==> config.mk <==
export PLATFORM = sky130hd
export DESIGN_NAME = jtag_master
export DESIGN_NICKNAME = d
export VERILOG_FILES = /design/src/rtl/jtag_pkg.sv /design/src/rtl/jtag_tck_gen.sv /design/src/rtl/jtag_master.sv
export SDC_FILE = /design/constraint.sdc
export NUM_CORES = 1
export LEC_CHECK = 0
export CAP_MARGIN = 20
export CORE_ASPECT_RATIO = 1.2
export CORE_UTILIZATION = 50
export CTS_CLUSTER_DIAMETER = 30
export DETAILED_ROUTE_END_ITERATION = 16
export GPL_ROUTABILITY_DRIVEN = 1
export PLACE_DENSITY = 0.8
export SYNTH_ARGS = -nofsm -noshare
export SYNTH_HDL_FRONTEND = slang
export SYNTH_SLANG_ARGS = --single-unit
==> constraint.sdc <==
create_clock -name clk -period 5 [get_ports clk]
set_input_delay 1 -clock clk [delete_from_list [all_inputs] [get_ports clk]]
set_output_delay 1 -clock clk [all_outputs]
set_load 0.01 [all_outputs]
==> src/rtl/jtag_pkg.sv <==
// Shared opcodes, FSM state encodings and TMS header patterns for the JTAG master.
package jtag_pkg;

    typedef enum logic [1:0] {
        OP_TAP_RESET = 2'd0,
        OP_SHIFT_IR  = 2'd1,
        OP_SHIFT_DR  = 2'd2,
        OP_RUN_IDLE  = 2'd3
    } op_e;

    typedef enum logic [2:0] {
        ST_INIT    = 3'd0,
        ST_IDLE    = 3'd1,
        ST_HEADER  = 3'd2,
        ST_SHIFT   = 3'd3,
        ST_TRAILER = 3'd4,
        ST_RUN     = 3'd5,
        ST_DONE    = 3'd6
    } state_e;

    localparam int MAX_LEN = 32;

    // TMS value for header TCK number idx, starting from Run-Test/Idle.
    function automatic logic hdr_tms(input op_e op, input logic [5:0] idx);
        case (op)
            OP_TAP_RESET: hdr_tms = (idx != 6'd5);
            OP_SHIFT_IR:  hdr_tms = (idx < 6'd2);
            OP_SHIFT_DR:  hdr_tms = (idx == 6'd0);
            default:      hdr_tms = 1'b0;
        endcase
    endfunction

    function automatic logic [5:0] hdr_last(input op_e op);
        case (op)
            OP_TAP_RESET: hdr_last = 6'd5;
            OP_SHIFT_IR:  hdr_last = 6'd3;
            OP_SHIFT_DR:  hdr_last = 6'd2;
            default:      hdr_last = 6'd0;
        endcase
    endfunction

endpackage

==> src/rtl/jtag_tck_gen.sv <==
// TCK divider: CLK_DIV clk cycles low then CLK_DIV high, with strobes on the
// clk edge where tck rises or falls. Held low and cleared while disabled.
module jtag_tck_gen #(
    parameter int CLK_DIV = 2
) (
    input  logic clk,
    input  logic rst_n,
    input  logic en_i,
    output logic tck_o,
    output logic rise_o,
    output logic fall_o
);

    logic [7:0] cnt_q;
    logic       tck_q;
    logic       term;

    assign term = (cnt_q == 8'(CLK_DIV - 1));

    always_ff @(posedge clk or negedge rst_n) begin
        if (!rst_n) begin
            cnt_q <= 8'd0;
            tck_q <= 1'b0;
        end else if (!en_i) begin
            cnt_q <= 8'd0;
            tck_q <= 1'b0;
        end else if (term) begin
            cnt_q <= 8'd0;
            tck_q <= ~tck_q;
        end else begin
            cnt_q <= cnt_q + 8'd1;
        end
    end

    assign tck_o  = tck_q;
    assign rise_o = en_i & term & ~tck_q;
    assign fall_o = en_i & term & tck_q;

endmodule

==> src/rtl/jtag_master.sv <==
// Command-driven JTAG master: TAP init after reset, then IR/DR shifts,
// TAP reset and Run-Test/Idle clocking, one response per command.
//
// state   | meaning
// INIT    | trst on first TCK, tms 1,1,1,1,1,0 to park TAP in Run-Test/Idle
// IDLE    | cmd_ready, waiting for a command
// HEADER  | tms walk from Run-Test/Idle into Shift-xR (or full TAP reset)
// SHIFT   | len data bits, tms=1 on the last
// TRAILER | tms 1,0 back to Run-Test/Idle
// RUN     | len TCKs with tms=0
// DONE    | rejected command, error response in flight
module jtag_master
    import jtag_pkg::*;
#(
    parameter int CLK_DIV = 2
) (
    input  logic        clk,
    input  logic        rst_n,
    input  logic        cmd_valid,
    output logic        cmd_ready,
    input  logic [1:0]  cmd_op,
    input  logic [5:0]  cmd_len,
    input  logic [31:0] cmd_data,
    output logic        rsp_valid,
    output logic [31:0] rsp_data,
    output logic        rsp_err,
    output logic        tck,
    output logic        tms,
    output logic        tdi,
    output logic        trst,
    input  logic        tdo
);

    state_e      state_q;
    op_e         op_q;
    logic [5:0]  len_q, cnt_q, cnt_inc, len_m1;
    logic [31:0] data_q, cap_q, rsp_data_q;
    logic        tms_q, tdi_q, trst_q, cmd_ready_q, rsp_valid_q, rsp_err_q;
    logic        tck_en, tck_rise, tck_fall;

    assign cnt_inc = cnt_q + 6'd1;
    assign len_m1  = len_q - 6'd1;
    assign tck_en  = (state_q != ST_IDLE) && (state_q != ST_DONE);

    jtag_tck_gen #(.CLK_DIV(CLK_DIV)) u_tck_gen (
        .clk    (clk),
        .rst_n  (rst_n),
        .en_i   (tck_en),
        .tck_o  (tck),
        .rise_o (tck_rise),
        .fall_o (tck_fall)
    );

    always_ff @(posedge clk or negedge rst_n) begin
        if (!rst_n) begin
            state_q     <= ST_INIT;
            op_q        <= OP_TAP_RESET;
            len_q       <= 6'd0;
            cnt_q       <= 6'd0;
            data_q      <= 32'd0;
            cap_q       <= 32'd0;
            rsp_data_q  <= 32'd0;
            tms_q       <= 1'b1;
            tdi_q       <= 1'b0;
            trst_q      <= 1'b1;
            cmd_ready_q <= 1'b0;
            rsp_valid_q <= 1'b0;
            rsp_err_q   <= 1'b0;
        end else begin
            rsp_valid_q <= 1'b0;
            unique case (state_q)
                ST_INIT: if (tck_fall) begin
                    trst_q <= 1'b0;
                    if (cnt_q == hdr_last(OP_TAP_RESET)) begin
                        state_q <= ST_IDLE;
                        cnt_q   <= 6'd0;
                        tms_q   <= 1'b0;
                    end else begin
                        cnt_q <= cnt_inc;
                        tms_q <= hdr_tms(OP_TAP_RESET, cnt_inc);
                    end
                end
                ST_IDLE: begin
                    cmd_ready_q <= 1'b1;
                    if (cmd_valid && cmd_ready_q) begin
                        cmd_ready_q <= 1'b0;
                        op_q        <= op_e'(cmd_op);
                        len_q       <= cmd_len;
                        data_q      <= cmd_data;
                        cap_q       <= 32'd0;
                        cnt_q       <= 6'd0;
                        if (cmd_len == 6'd0 || cmd_len > 6'(MAX_LEN)) begin
                            state_q     <= ST_DONE;
                            rsp_valid_q <= 1'b1;
                            rsp_err_q   <= 1'b1;
                            rsp_data_q  <= 32'd0;
                        end else if (op_e'(cmd_op) == OP_RUN_IDLE) begin
                            state_q <= ST_RUN;
                            tms_q   <= 1'b0;
                        end else begin
                            state_q <= ST_HEADER;
                            tms_q   <= hdr_tms(op_e'(cmd_op), 6'd0);
                        end
                    end
                end
                ST_HEADER: if (tck_fall) begin
                    if (cnt_q != hdr_last(op_q)) begin
                        cnt_q <= cnt_inc;
                        tms_q <= hdr_tms(op_q, cnt_inc);
                    end else if (op_q == OP_TAP_RESET) begin
                        state_q     <= ST_IDLE;
                        cnt_q       <= 6'd0;
                        tms_q       <= 1'b0;
                        rsp_valid_q <= 1'b1;
                        rsp_err_q   <= 1'b0;
                        rsp_data_q  <= 32'd0;
                    end else begin
                        state_q <= ST_SHIFT;
                        cnt_q   <= 6'd0;
                        tms_q   <= (len_q == 6'd1);
                        tdi_q   <= data_q[0];
                    end
                end
                ST_SHIFT: begin
                    if (tck_rise) cap_q[cnt_q[4:0]] <= tdo;
                    if (tck_fall) begin
                        if (cnt_q == len_m1) begin
                            state_q <= ST_TRAILER;
                            cnt_q   <= 6'd0;
                            tms_q   <= 1'b1;
                            tdi_q   <= 1'b0;
                        end else begin
                            cnt_q <= cnt_inc;
                            tms_q <= (cnt_inc == len_m1);
                            tdi_q <= data_q[cnt_inc[4:0]];
                        end
                    end
                end
                ST_TRAILER: if (tck_fall) begin
                    if (cnt_q == 6'd1) begin
                        state_q     <= ST_IDLE;
                        cnt_q       <= 6'd0;
                        rsp_valid_q <= 1'b1;
                        rsp_err_q   <= 1'b0;
                        rsp_data_q  <= cap_q;
                    end else begin
                        cnt_q <= cnt_inc;
                        tms_q <= 1'b0;
                    end
                end
                ST_RUN: if (tck_fall) begin
                    if (cnt_q == len_m1) begin
                        state_q     <= ST_IDLE;
                        cnt_q       <= 6'd0;
                        rsp_valid_q <= 1'b1;
                        rsp_err_q   <= 1'b0;
                        rsp_data_q  <= 32'd0;
                    end else begin
                        cnt_q <= cnt_inc;
                    end
                end
                ST_DONE: state_q <= ST_IDLE;
                default: state_q <= ST_INIT;
            endcase
        end
    end

    assign cmd_ready = cmd_ready_q;
    assign rsp_valid = rsp_valid_q;
    assign rsp_data  = rsp_data_q;
    assign rsp_err   = rsp_err_q;
    assign tms       = tms_q;
    assign tdi       = tdi_q;
    assign trst      = trst_q;

endmodule

==> flow_summary.json <==
{
  "io_pins": 83,
  "setup_viol_count_final": 0,
  "synth_cells": 766,
  "ctsHoldBuffers": 0,
  "mostFrequentLayoutCell": "nand2_1",
  "vias": 5968,
  "die_area_um2": 14400,
  "worstPathMaxFanout": 34,
  "fill_cells": 1100,
  "grt_pass1_vias": 5729,
  "start_kind": "register",
  "pre_cts_slack_ns": 1.27,
  "fin_crit_sh_pct": 67.4,
  "maxCapViolCount": 0,
  "die_h_um": 131,
  "cp.arrival_ns": 3.64,
  "final_cell_mix": "nand2_1, dfrtp_1, clkdlybuf4s50_1",
  "grt_usage_pct": 25.0,
  "skew_ns": 0.0106,
  "wire_per_inst_um": 16.7,
  "worstPathRequired_ns": 5.27,
  "clock.fmax_mhz": 297,
  "wirelength_um": 16800,
  "initial_core_util_pct": 52.0,
  "rsz0062_at_grt": "no",
  "grt_pass1_wl_um": 28400,
  "crit_path_top_delay_cell": "dfrtp_1",
  "ir_drop_mv": 0.285,
  "worst_slack_ns": 1.63,
  "hold_violations": 0,
  "first_iter_violations": 458,
  "synthSimpleGateAreaFrac_pct": 17.1,
  "hp-class": "reg -> reg",
  "slew_viol_final": 0,
  "synth_top_family_by_area": "compound AO/OA/AOI/OAI gates",
  "synth_cell_types": 66,
  "antenna_cells": 0,
  "yosysSeqAreaShare_pct": 46.0,
  "synthAdderAreaFrac_pct": 2.51,
  "core_area_um2": 13400,
  "worst_pin_slew_ns": 1.05,
  "yosys_register_bits": 128,
  "path_clk_slew_ns": 0.06,
  "avgViaCountPerCell": 5.94,
  "synthMuxAreaShare_pct": 3.52,
  "synth_xor_area_share_pct": 3.97,
  "place_congestion": 0.919,
  "synthFlopType": "dfrtp_1",
  "synth-edff-count": 0,
  "cts_sinks": 128,
  "nets": 882,
  "overflow": 0,
  "place_hpwl_um": 11200,
  "cp_slowest_stage_delay_ns": 0.87,
  "netlist_area_um2": 6970,
  "ctsLongestPathBuffers": 2,
  "synthArstFlopShare_pct": 100,
  "syn_nets": 824,
  "fin_util_pct": 63.4,
  "placed_area_um2": 7870,
  "area_growth_pct": 21.9,
  "path_cells": "ha_1, nor2b_1, nand2_1, o32ai_4, buf_4, o21a_4, o22ai_1",
  "clk_latency_ns": 0.41,
  "yosysWarnings": 0,
  "io_buffers": 82,
  "post-cts-setup-buffers": 0,
  "firstDrtPassIters": 5,
  "cts_max_level": 4,
  "relSlewSlack_pct": 30.2,
  "drtAntennaViolNets": 0,
  "die_w_um": 110,
  "rows": 46,
  "cts_buffers": 17,
  "leakage_uw": 0.00368,
  "tns_ns": 0,
  "min_period_ns": 3.37,
  "cts_tree": "built",
  "critPathKind": "reg -> reg",
  "power.density_nw_per_um2": 594,
  "finalPower_uw": 5050,
  "drcViolationCount": 0,
  "ctsResizeCount": 0,
  "post-route-cell-area_um2": 8500,
  "crit_path_end_kind": "register",
  "synth_compound_area_share_pct": 21.1,
  "grt_max_degree": 61,
  "cts_root_buf": "clkbuf_16",
  "avgSynthCellArea_um2": 9.10,
  "antenna_found_initial": 0,
  "status": "completed",
  "layout-drive-gt1-share_pct": 8.60
}
[registers in the layout, indices dropped and copies added (netlist names)]
name	count
cap_q	32
rsp_valid	1
op_q	2
cmd_ready	1
tdi	1
u_tck_gen.cnt_q	8
tms	1
data_q	32
u_tck_gen.tck_o	1
rsp_err	1
cnt_q	6
len_q	6
state_q	3
rsp_data	32
trst	1
[metal layers]
layer	share of wire [%]	wire length [um]	vias to the layer above	GRT usage [%]
met5	0	0	-	0
met4	2.0	338	0	9.41
met3	4.7	794	31	4.07
met2	51	8540	204	40.0
met1	42	7110	2879	33.7
li1	-	-	2854	-
[synthesized netlist by cell type, types with 3 or more instances]
master,count,area (um^2)
nor4_1,4,25.0
nand2_1,145,544
buf_1,3,11.3
nor3_1,8,40.0
ha_1,14,175
o22ai_1,3,18.8
nor2b_1,5,31.3
a31oi_1,6,37.5
nand3b_1,3,22.5
nand2b_1,6,37.5
inv_1,47,176
buf_6,3,33.8
and4_1,3,26.3
dfrtp_1,126,3150
and3_1,3,18.8
and2_1,7,43.8
a21oi_1,39,195
o21ai_0,73,365
xnor2_1,16,140
or2_2,4,25.0
nor2_1,28,105
buf_2,4,20.0
o211ai_1,5,37.5
nand3_1,21,105
o2111ai_1,34,298
nor3b_1,5,37.5
or3_1,4,25.0
xor2_1,13,114
o31ai_1,32,240
clkbuf_1,43,161
mux4_2,9,203
o41ai_1,3,26.3
[worst max-delay path: cells and delay by family, from the launching register on]
| kind | cells | cell delay, ns |
|---|---|---|
| DFF | 1 | 0.87 |
| AOI/OAI and AO/OA | 3 | 0.84 |
| and+or+nand+nor | 2 | 0.58 |
| adders and majority gates | 1 | 0.55 |
| buffers and inverters | 1 | 0.36 |
[area by class of cell]
type | count | area (um^2) | share of cell area (%)
multi-input cells | 537 | 3380 | 39.8
flip-flops and latches | 128 | 3210 | 37.7
repair buffers | 92 | 893 | 10.5
clock buffers | 20 | 447 | 5.25
well taps | 168 | 210 | 2.47
clock inverters | 12 | 181 | 2.13
inverters | 48 | 180 | 2.12
[path summary, 6_finish.rpt]
check,from,end,slack (ns),cells past startpoint
max reg2reg,cnt_q[0],rsp_err,1.63,7
min in group asynchronous,rst_n,rsp_data[9],0.66,1
max,cnt_q[0],rsp_err,1.63,7
min,data_q[10],data_q[10],0.47,2
min reg2reg,data_q[10],data_q[10],0.47,2
max in group asynchronous,rst_n,trst,3.30,2
[per-stage QoR]
stage	hold slack (ns)	instances
after floorplan	0.440	766
after global placement	0.453	973
after detailed placement	0.460	973
after CTS	0.474	1005
after global routing	0.485	1005
final	0.469	1005
[cells by family (layout without fill, tap and decap cells)]
kind of cell	after synthesis	after routing
AND/OR/NAND/NOR	258	258
multiplexers	13	13
adder cells (fa/ha/maj)	14	14
buffers and inverters	101	172
flip-flops	128	128
XOR/XNOR	30	30
AO/OA/AOI/OAI	222	222
[where the power goes]
group          total, uW  leakage [uW]  switching [uW]  internal [uW]
registers           1710       0.00166             357           1350
logic               2030       0.00171            1100            931
clock network       1320      0.000305             464            851
total               5050       0.00368            1920           3130
No activity file was read; power rests on OpenSTA's default activity.
